===== src/rtl/pmem_arbiter.sv =====
// Arbitrates I-cache fills and D-cache fills/writebacks onto a single cacheline adaptor.
// Address and write data are captured at grant and held until the adaptor responds.
module pmem_arbiter #(
    parameter int unsigned LINE_W = 256
) (
    input  logic              clk,
    input  logic              rst,
    input  logic              i_read,
    input  logic [31:0]       i_address,
    output logic [LINE_W-1:0] i_rdata,
    output logic              i_resp,
    input  logic              d_read,
    input  logic              d_write,
    input  logic [31:0]       d_address,
    input  logic [LINE_W-1:0] d_wdata,
    output logic [LINE_W-1:0] d_rdata,
    output logic              d_resp,
    output logic              mem_read,
    output logic              mem_write,
    output logic [31:0]       mem_address,
    output logic [LINE_W-1:0] mem_wdata,
    input  logic [LINE_W-1:0] mem_rdata,
    input  logic              mem_resp,
    output logic [15:0]       i_grants,
    output logic [15:0]       d_grants
);

    typedef enum logic [1:0] {IDLE, I_RD, D_RD, D_WR} state_t;

    state_t state;
    logic   last_grant_d;
    logic   d_req;
    logic   grant_d;

    // Under contention the side opposite the last grant wins.
    assign d_req   = d_read | d_write;
    assign grant_d = d_req & (~i_read | ~last_grant_d);

    // Responses are routed without delay; reset suppresses any in-flight response.
    assign i_resp  = ~rst & mem_resp & (state == I_RD);
    assign d_resp  = ~rst & mem_resp & ((state == D_RD) | (state == D_WR));
    assign i_rdata = mem_rdata;
    assign d_rdata = mem_rdata;

    always_ff @(posedge clk) begin
        if (rst) begin
            state        <= IDLE;
            last_grant_d <= 1'b0;
            mem_read     <= 1'b0;
            mem_write    <= 1'b0;
            mem_address  <= '0;
            mem_wdata    <= '0;
            i_grants     <= '0;
            d_grants     <= '0;
        end else begin
            case (state)
                IDLE: begin
                    if (grant_d) begin
                        state        <= d_write ? D_WR : D_RD;
                        mem_read     <= ~d_write;
                        mem_write    <= d_write;
                        mem_address  <= d_address;
                        if (d_write) begin
                            mem_wdata <= d_wdata;
                        end
                        last_grant_d <= 1'b1;
                        d_grants     <= d_grants + 16'd1;
                    end else if (i_read) begin
                        state        <= I_RD;
                        mem_read     <= 1'b1;
                        mem_write    <= 1'b0;
                        mem_address  <= i_address;
                        last_grant_d <= 1'b0;
                        i_grants     <= i_grants + 16'd1;
                    end
                end
                default: begin
                    // Busy: requester inputs are ignored until the adaptor completes.
                    if (mem_resp) begin
                        state     <= IDLE;
                        mem_read  <= 1'b0;
                        mem_write <= 1'b0;
                    end
                end
            endcase
        end
    end

endmodule


===== config.mk =====
export PLATFORM = sky130hd
export DESIGN_NAME = pmem_arbiter
export DESIGN_NICKNAME = d
export VERILOG_FILES = /design/src/rtl/pmem_arbiter.sv
export SDC_FILE = /design/constraint.sdc
export NUM_CORES = 1
export LEC_CHECK = 0
export ABC_AREA = 1
export CAP_MARGIN = 10
export CELL_PAD_IN_SITES_DETAIL_PLACEMENT = 1
export CELL_PAD_IN_SITES_GLOBAL_PLACEMENT = 2
export CORE_AREA = 2 2 560 562
export CTS_CLUSTER_DIAMETER = 40
export DETAILED_ROUTE_END_ITERATION = 10
export DIE_AREA = 0 0 562 564
export HOLD_SLACK_MARGIN = 0.02
export PLACE_DENSITY_LB_ADDON = 0.12
export SLEW_MARGIN = 20
export SYNTH_ARGS = -nofsm -noshare
export SYNTH_HDL_FRONTEND = slang
export SYNTH_SLANG_ARGS = --single-unit

===== constraint.sdc =====
create_clock -name clk -period 3.6 [get_ports clk]
set_input_delay 1.08 -clock clk [delete_from_list [all_inputs] [get_ports clk]]
set_output_delay 1.08 -clock clk [all_outputs]
set_load 0.005 [all_outputs]

==> results.py <==
metrics = {
    "synthesis": {
        "async_flop_share_pct": 0,
        "yosysWarnings": 0,
        "syn_nets": 2697,
        "synth_common_cells": "buf_4, dfxtp_1, a21oi_1, inv_1, o21ai_0",
        "synthFlopType": "dfxtp_1",
        "synth_edf_count": 0,
        "ys_types": 29,
        "synth_top_area_cell": "dfxtp_1",
        "synth.area.top_cells": "dfxtp_1, buf_4, a21oi_1",
        "synth_top_cell_area_share_pct": 40.3,
        "synth-seq-area-share_pct": 40.3,
        "syn_area_mm2": 0.0161,
        "syn-mean-instance-area_um2": 7.64,
        "synth_most_common_cell": "buf_4",
        "syn-instance-count": 2113,
        "ys_ff_latch": 325,
    },
    "worst_setup_path": {
        "reg2reg_depth": 7,
        "crit_cells": 5,
        "cp.required_ps": 2520,
        "crit_family": "buffers and inverters",
        "crit_top_cell": "clkdlybuf4s50_1",
        "crit_path_top_delay_cell": "clkdlybuf4s50_1",
        "cp_slowest_stage_delay_ps": 500,
        "worstSetupEndpointType": "primary output",
        "crit_chain": "clkdlybuf4s50_1, nand2_1, buf_4, nor2_1, clkdlybuf4s50_1",
        "start_kind": "input port",
        "crit_type": "input port to primary output",
        "cp_num_buf_inv": 3,
        "cp.arrival_ps": 2360,
        "cp_max_fo": 2,
    },
    "global_route": {
        "use_met2_pct": 11.4,
        "grt_first_pass_wirelength_um": 165000,
        "grt_pass1_vias": 16300,
        "antenna_found_initial": 43,
        "grt_use_total_pct": 7.85,
        "grt_use_met1_pct": 7.39,
        "use_met3_pct": 6.95,
        "grt_max_degree": 92,
        "top_usage_layer": "met2",
        "overflow": 0,
    },
    "power": {
        "leakage_nw": 9.68,
        "internal_power_w": 0.0140,
        "combPwrFrac_pct": 15.8,
        "ir_drop_uv": 277,
        "powerDensity_mw_per_mm2": 670,
        "p_clk_share_pct": 62.0,
        "p_sw_share_pct": 27.9,
        "power.switching_w": 0.00541,
        "power.share.sequential_pct": 22.2,
    },
    "place": {
        "place_area_mm2": 0.0242,
        "io_buffer_count": 649,
        "dpl.hpwl_um": 105000,
        "gp_congestion": 0.649,
    },
    "clocking": {
        "cts_max_path_buffers": 4,
        "cts_hold_buf": 0,
        "clk_latency_ps": 780,
        "cts_setup_buffers": 0,
        "ctsResizeCount": 0,
        "cts_tree": "yes",
        "numClockSinks": 325,
        "clkTransAtPathRegs_ps": 30,
        "clockRootBuffer": "clkbuf_16",
        "htreeDepth": 4,
        "cts_buffers": 155,
    },
    "routing": {
        "vias_per_cell": 2.24,
        "num_vias": 14800,
        "remaining_drc_errors": 0,
        "drt-total-wl_um": 129000,
        "antenna_left": 0,
        "drtIter0Drc": 384,
        "dr.pass1.iters": 4,
        "wl_per_cell_um": 19.4,
    },
    "timing": {
        "slew_violations": 0,
        "relSlewSlack_pct": 57.0,
        "skew_ps": 51.6,
        "max_freq_mhz": 291,
        "period_share_pct": 95.5,
        "hold_violations": 0,
        "tns_ps": 0,
        "rsz0062_at_grt": "false",
        "worstMarginPinSlew_ps": 645,
        "period_needed_ps": 3440,
        "final-setup-viol-count": 0,
    },
    "min_path": {
        "min_path_type": "flop to flop",
        "min_path_cells": 2,
    },
    "finish": {
        "syn2layout_area_growth_pct": 79.7,
        "fillers": 36700,
        "fin_nets": 2951,
        "final-seq-area_mm2": 0.00651,
        "drive_gt1_share_pct": 11.6,
        "multi_input_area_mm2": 0.00423,
        "fin_area_mm2": 0.0290,
        "post-route-util_pct": 9.33,
    },
    "die": {
        "die_w_um": 562,
        "design.die.area_mm2": 0.317,
        "rows": 205,
        "initial_core_util_pct": 5.19,
        "fp.coreArea_mm2": 0.311,
        "die_h_um": 564,
        "pin_count": 1418,
    },
    "outcome": {
        "status": "finished, final reports clean",
    },
    "run": {
        "max-cap-violations": 0,
    },
}
-- state kept, by name, summed over array words and instances, names as in the netlist --
name          flops
d_grants         16
mem_write         1
mem_read          1
mem_address      32
state             2
i_grants         16
last_grant_d      1
mem_wdata       256
-- final timing paths --
kind | from | slack (ps) | to
worst max-delay path | mem_resp | 160 | d_resp
worst min-delay path | mem_wdata[248]$_SDFFE_PP0P_ | 440 | mem_wdata[248]$_SDFFE_PP0P_
worst min register to register | mem_wdata[248]$_SDFFE_PP0P_ | 440 | mem_wdata[248]$_SDFFE_PP0P_
worst max register to register | state[1]$_SDFFE_PP0P_ | 1390 | mem_wdata[185]$_SDFFE_PP0P_
-- cell type report --
cell class | instances | area share (%)
multi-input cells | 875 | 14.6
flip-flops and latches | 325 | 22.4
clock buffers | 240 | 15.7
inverters | 296 | 3.86
diodes | 10 | 0.0863
well taps | 4140 | 17.9
clock inverters | 14 | 0.695
repair buffers | 714 | 24.8
-- power by group through the flow --
stage / Sequential [W] / Clock (W) / Combinational, W
after floorplan: 0.00436 / 0 / 0.00129
after global placement: 0.00439 / 0 / 0.00328
after detailed placement: 0.00439 / 0 / 0.00327
after CTS: 0.00435 / 0.0126 / 0.00328
after global routing: 0.00439 / 0.0128 / 0.00349
final: 0.00432 / 0.0120 / 0.00307
-- cell families (layout without fill, tap and decap cells) --
logic type                 count (synthesis)  in the layout  share of synthesized area [%]
DFF                                      325            325                           40.3
adders and majority gates                  2              2                          0.155
xor gates and xnor gates                   2              2                          0.109
AOI/OAI and AO/OA                        609            609                           19.0
buffers and inverters                    913           1264                           33.4
and+or+nand+nor                          262            262                           6.94
other                                      0             10                              0
-- metal layers --
layer	wire [um]	share of wire [%]
met4	7870	6.1
met3	24700	19
met2	52500	41
met1	43400	34
met5	217	0.17
-- cell usage in the layout, fill, tap and decap left out, types with 3 or more instances in the layout --
cell and n:
nand3_1 18, a21oi_1 306, nor2_4 6, buf_12 17, nor3_1 5, clkinv_8 4
o21ai_0 258, o21ai_1 40, clkdlybuf4s50_1 646, clkbuf_8 31, diode_2 10, dfxtp_1 325
buf_4 50, nand4_1 10, inv_1 294, clkinv_2 4, inv_6 3, nor2_1 117
clkbuf_16 157, clkbuf_1 52, nand2_1 98
-- worst min-delay path, delay by kind of cell, from the launching register on --
kind	cells	cell delay (ps)
buffers and inverters	1	50
flip-flops	1	300
AO/OA/AOI/OAI	1	50
-- metrics by stage --
| stage | std cells | hold slack, ps | worst slack (ps) | total power [W] |
|---|---|---|---|---|
| global placement | 6350 | 434 | 127 | 0.00767 |
| CTS | 6604 | 443 | 146 | 0.0203 |
| detailed placement | 6350 | 438 | 158 | 0.00766 |
| global route | 6605 | 462 | 73.8 | 0.0207 |
| floorplan | 2113 | 440 | 795 | 0.00564 |
| finish | 6614 | 441 | 164 | 0.0194 |
Note: power is estimated with default switching activity, not from simulation.
